File: src/rtl/mips_pkg.sv
// Shared widths and the fetch-queue entry layout for the MIPS front end.
package mips_pkg;

  localparam int DEF_ADDR_W = 32;
  localparam int DEF_DATA_W = 32;

  typedef struct packed {
    logic [DEF_ADDR_W-1:0] pc;
    logic [DEF_DATA_W-1:0] instr;
  } fetch_entry_t;

endpackage

File: src/rtl/sync_fifo.sv
// Power-of-two synchronous FIFO with a head-of-queue read port and a one-cycle clear.
module sync_fifo #(
  parameter int DEPTH = 4,
  parameter int WIDTH = 64
) (
  input  logic                     clk,
  input  logic                     rst,
  input  logic                     clr,
  input  logic                     push,
  input  logic                     pop,
  input  logic [WIDTH-1:0]         wdata,
  output logic [WIDTH-1:0]         rdata,
  output logic [$clog2(DEPTH):0]   count
);

  localparam int AW = $clog2(DEPTH);
  localparam int CW = AW + 1;

  logic [WIDTH-1:0] mem [DEPTH];
  logic [AW-1:0]    wr_ptr;
  logic [AW-1:0]    rd_ptr;

  assign rdata = mem[rd_ptr];

  // Storage is reset too so the head reads as zero straight out of reset.
  always_ff @(posedge clk or posedge rst) begin
    if (rst) begin
      wr_ptr <= '0;
      rd_ptr <= '0;
      count  <= '0;
      for (int i = 0; i < DEPTH; i++) mem[i] <= '0;
    end else if (clr) begin
      wr_ptr <= '0;
      rd_ptr <= '0;
      count  <= '0;
    end else begin
      if (push) begin
        mem[wr_ptr] <= wdata;
        wr_ptr      <= wr_ptr + 1'b1;
      end
      if (pop) rd_ptr <= rd_ptr + 1'b1;
      count <= count + CW'(push) - CW'(pop);
    end
  end

endmodule

File: src/rtl/ifetch_queue.sv
// Fetch request acceptance, one-deep memory in-flight stage and decode-side queue.
module ifetch_queue
  import mips_pkg::*;
#(
  parameter int ADDR_W = DEF_ADDR_W,
  parameter int DATA_W = DEF_DATA_W,
  parameter int DEPTH  = 4
) (
  input  logic              clk,
  input  logic              rst,
  input  logic [ADDR_W-1:0] REQ_PC,
  input  logic              req_valid,
  output logic              req_ready,
  output logic [ADDR_W-1:0] MEM_ADDR,
  output logic              mem_en,
  input  logic [DATA_W-1:0] MEM_RDATA,
  input  logic              flush,
  output logic [DATA_W-1:0] INSTR,
  output logic [ADDR_W-1:0] INSTR_PC,
  output logic              instr_valid,
  input  logic              instr_ready
);

  localparam int CW = $clog2(DEPTH) + 1;
  localparam int EW = ADDR_W + DATA_W;

  logic              inflight;
  logic [ADDR_W-1:0] pend_pc;
  logic [CW-1:0]     count;
  logic [CW-1:0]     credit;
  logic [EW-1:0]     head;
  logic              accept;
  logic              push;
  logic              pop;

  // Handshakes: a transfer happens on a cycle where valid and ready are both
  // high; ready never looks at the partner's valid in the same cycle.
  assign credit    = count + CW'(inflight);
  assign req_ready = !flush && (credit < CW'(DEPTH));
  assign accept    = req_valid && req_ready;
  assign mem_en    = accept;
  assign MEM_ADDR  = REQ_PC;

  assign push        = inflight && !flush;
  assign instr_valid = (count != '0) && !flush;
  assign pop         = instr_valid && instr_ready;

  // accept is already blocked during flush, so the in-flight slot empties then.
  always_ff @(posedge clk or posedge rst) begin
    if (rst) begin
      inflight <= 1'b0;
      pend_pc  <= '0;
    end else begin
      inflight <= accept;
      if (accept) pend_pc <= REQ_PC;
    end
  end

  sync_fifo #(
    .DEPTH (DEPTH),
    .WIDTH (EW)
  ) u_fifo (
    .clk   (clk),
    .rst   (rst),
    .clr   (flush),
    .push  (push),
    .pop   (pop),
    .wdata ({pend_pc, MEM_RDATA}),
    .rdata (head),
    .count (count)
  );

  assign {INSTR_PC, INSTR} = head;

endmodule

File: config.mk
export PLATFORM = sky130hd
export DESIGN_NAME = ifetch_queue
export DESIGN_NICKNAME = d
export VERILOG_FILES = /design/src/rtl/mips_pkg.sv /design/src/rtl/sync_fifo.sv /design/src/rtl/ifetch_queue.sv
export SDC_FILE = /design/constraint.sdc
export NUM_CORES = 1
export LEC_CHECK = 0
export ABC_AREA = 1
export ABC_CLOCK_PERIOD_IN_PS = 22700
export CORE_AREA = 2 2 155 157
export CTS_BUF_LIST = sky130_fd_sc_hd__clkbuf_16
export DETAILED_ROUTE_END_ITERATION = 7
export DIE_AREA = 0 0 157 159
export PLACE_DENSITY = 0.88
export SETUP_SLACK_MARGIN = 0.02
export SLEW_MARGIN = 30
export SYNTH_ARGS = -nofsm -noshare
export SYNTH_HDL_FRONTEND = slang
export SYNTH_SLANG_ARGS = --single-unit
File: constraint.sdc
create_clock -name clk -period 22.7 [get_ports clk]
set_input_delay 2.27 -clock clk [delete_from_list [all_inputs] [get_ports clk]]
set_output_delay 2.27 -clock clk [all_outputs]
set_load 0.005 [all_outputs]
==> run metrics <==
Inserted Clock Buffers=31; clock sink count=slightly below 300; First DRT Iteration DRCs=roughly 950; result of the run=finished, final reports clean; die span in x=157 µm; detailed-route wire length=between 20 and 30 mm; signal arrival time at the worst endpoint=4.30 ns; final routed DRC violation total=0; RSZ-0062 raised after global routing=no; largest cells by area after synthesis=sky130_fd_sc_hd__dfrtp_1, sky130_fd_sc_hd__nand2_1, sky130_fd_sc_hd__o21ai_2, sky130_fd_sc_hd__buf_6, sky130_fd_sc_hd__o21ai_1; total grt overflow=0; final net count=between 1.5k and 2k; switching part of the total=0.3219; Net Count, Synth=1560; Pins Over Slew Limit=0; Hold Path End=pend_pc[18]; drt via density=approximately 5.6; Worst Clk Skew=0.01531 ns; total die area=between 20000 and 25000 µm²; part of the Yosys area used for sequential elements=0.5356; count of synthesis-stage warnings from yosys=0; post-layout total power=approximately 2 mW; top-level port count=168; number of synthesized flops with an enable pin=0; overall die height=~160 µm; flop2flop setup slack=20.24 ns; power spent charging and discharging nets=roughly 0.64 mW; count of standard-cell rows=between 50 and 60; Cells on Worst Hold Path=2; VDD IR-drop max=0.06003 mV; Starting Density=0.5964; share of power burned in combinational logic=0.335; shortest period the worst path allows=6.572 ns; cell family contributing the most delay on the critical path=buffers and inverters; static power due to leakage=around 7.5 nW; Clock Tree Root=sky130_fd_sc_hd__clkbuf_16; hold bufs inserted after CTS=0; cell repeated most along the worst path=sky130_fd_sc_hd__clkdlybuf4s50_1; final setup violating endpoints=0; kind of end point of the critical path=output port; worst skew pair latency=between 0.5 and 0.6 ns; Detailed Routing Iterations Pass 1=5; Wirelength per Cell=~16 µm; setup TNS=0 ns; reg-to-reg critical path startpoint=u_fifo.rd_ptr[0]; ratio of cells with drive above 1 in the final layout=0.1214; Final Util=0.6904; Detailed Place HPWL=between 15 and 20 mm; leading area contributor after synthesis=sky130_fd_sc_hd__dfrtp_1; P_int=approximately 1.4 mW; n_diodes=0; upper clock frequency limit=~150 MHz; routed via count=around 11k; largest net degree at the start of global routing=155; number of routed nets with antenna violations=0; period utilisation layout=0.2895; area of the placeable core=23190 µm²; fraction of synthesized cell area taken by the top area cell type=0.5356; highest net fanout along the worst path=33; Longest Clk Path Bufs=3; worst max-slew margin expressed relative to the limit=0.3674; clock edge transition at the registers on the reported setup and hold paths=0.06 ns; depth of the worst register-to-register path=5; classification of the worst setup path=in2out; total global routing track utilization=0.2424; cells along the critical path=clkdlybuf4s50_1, a21oi_4, nand2_1, inv_1, clkdlybuf4s50_1; critical path data required time=just over 20 ns; number of max-capacitance violations reported=0; netlist area before placement=13830 µm²; wire length of the first global-routing pass=about 50 mm; Reg-to-Reg End=u_fifo.rd_ptr[0]; count of unique library cells instantiated by Yosys=29; number of post-CTS setup repair buffers=0; Area Growth Syn to Fin=15.78%; Worst Tran Pin Value=approximately 0.95 ns; Worst Hold Class=reg2reg; vias in the first global route=approximately 10k; Most used DFF post-synth=sky130_fd_sc_hd__dfrtp_1; fraction of registers with async set or reset after synthesis=1.000; delay of the slowest critical-path stage=around 0.67 ns; number of synthesized register bits=296; instance count of the mapped netlist=about 1.5k; proportion of power drawn by flip-flops and latches=0.390; cts repair resizes=0; startpoint of the tightest hold check path=pend_pc[18]; number of buffer and inverter stages on the critical path=3; initial antenna violation count=0; crit start category=input port; count of input and output buffers=between 150 and 200; cell at the slowest stage of the critical path=sky130_fd_sc_hd__a21oi_4; syn avg cell area=9.320 µm²; final hold violation count=0; global placer's final weighted congestion=roughly 0.8; power per standard cell area=125.1 nW/µm²; H-tree depth=1; CTS tree=built; clock network fraction of design power=0.275
==> metrics by stage <==
step	hold slack, ns	cell area, µm²	std cells	setup WS (ns)
2_1_floorplan	0.4419	13830	1484	12.25
3_3_place_gp	0.4561	14850	1834	15.79
3_5_place_dp	0.4585	14850	1834	15.73
4_1_cts	0.4739	15980	1891	15.71
5_1_grt	0.4956	16010	1892	16.00
6_report	0.4703	16010	1892	16.13
==> cell families (layout without fill, tap and decap cells) <==
logic type / after synthesis / after routing / share of synthesized area
AOI/OAI and AO/OA: 454 / 454 / 0.2032
xor gates and xnor gates: 3 / 3 / 0.001900
adders and majority gates: 7 / 7 / 0.006875
buffers and inverters: 223 / 312 / 0.1054
DFF: 296 / 296 / 0.5356
and+or+nand+nor: 501 / 501 / 0.1471
==> cell usage in the layout, fill, tap and decap left out, drive strengths merged <==
cell,n
o22ai,64
buf,9
a21oi,2
xnor2,1
xor2,2
bufinv,9
nand4,34
nor2,133
clkinvlp,1
dfrtp,296
a22o,1
o21ai,387
nand2,330
clkbuf,31
clkinv,12
nand3,4
clkdlybuf4s50,166
ha,6
inv,84
fa,1
==> worst min-delay path: stages, from the launching register on <==
cell	delay, ns
sky130_fd_sc_hd__dfrtp_1	0.34
sky130_fd_sc_hd__nand2_1	0.05
sky130_fd_sc_hd__nand2_1	0.05
==> Yosys cell counts (all sizes together), types with 2 or more instances <==
cell and count:
clkbuf 30, nand3 4, inv 80, o21ai 387, dfrtp 296, nor2 133, nand4 34, xor2 2
o22ai 64, buf 113, a21oi 2, nand2 330, ha 6
==> sequential cells by signal, indices dropped and copies added (netlist names) <==
register	count
pend_pc	32
u_fifo.wr_ptr	2
inflight	1
u_fifo.mem	256
u_fifo.rd_ptr	2
u_fifo.count	3
==> power groups by stage <==
| stage | clock [mW] | combinational, mW | sequential [mW] |
|---|---|---|---|
| 2_1_floorplan | 0 | 0.411 | 0.748 |
| 3_3_place_gp | 0 | 0.652 | 0.778 |
| 3_5_place_dp | 0 | 0.671 | 0.784 |
| 4_1_cts | 0.561 | 0.676 | 0.778 |
| 5_1_grt | 0.585 | 0.746 | 0.798 |
| 6_report | 0.552 | 0.671 | 0.781 |
==> how the worst max path moves through the flow <==
stage,start,endpoint,slack [ns],cells after the start
floorplan,rst,inflight,12.25,1
global placement,req_valid,mem_en,15.79,4
detailed placement,req_valid,mem_en,15.73,4
CTS,req_valid,mem_en,15.71,4
global route,flush,req_ready,16.00,5
finish,flush,req_ready,16.13,5
==> routing by layer <==
layer / track usage / vias up / wire length, µm
met2: 0.3945 / 382 / 14300
met5: 0 / - / 0
met1: 0.3508 / 5098 / 13330
li1: - / 5074 / -
met3: 0.03212 / 39 / 1882
met4: 0.05338 / 0 / 475
==> area by class of cell <==
class	instances	area (µm²)
clock buffer	31	775.7
clock inverter	26	351.6
fill	1734	7179
inverter	80	327.8
multi-input combinational	965	4984
sequential	296	7412
tap	319	399.1
timing repair buffer	175	1763
Power figures use the tool's default switching activity.
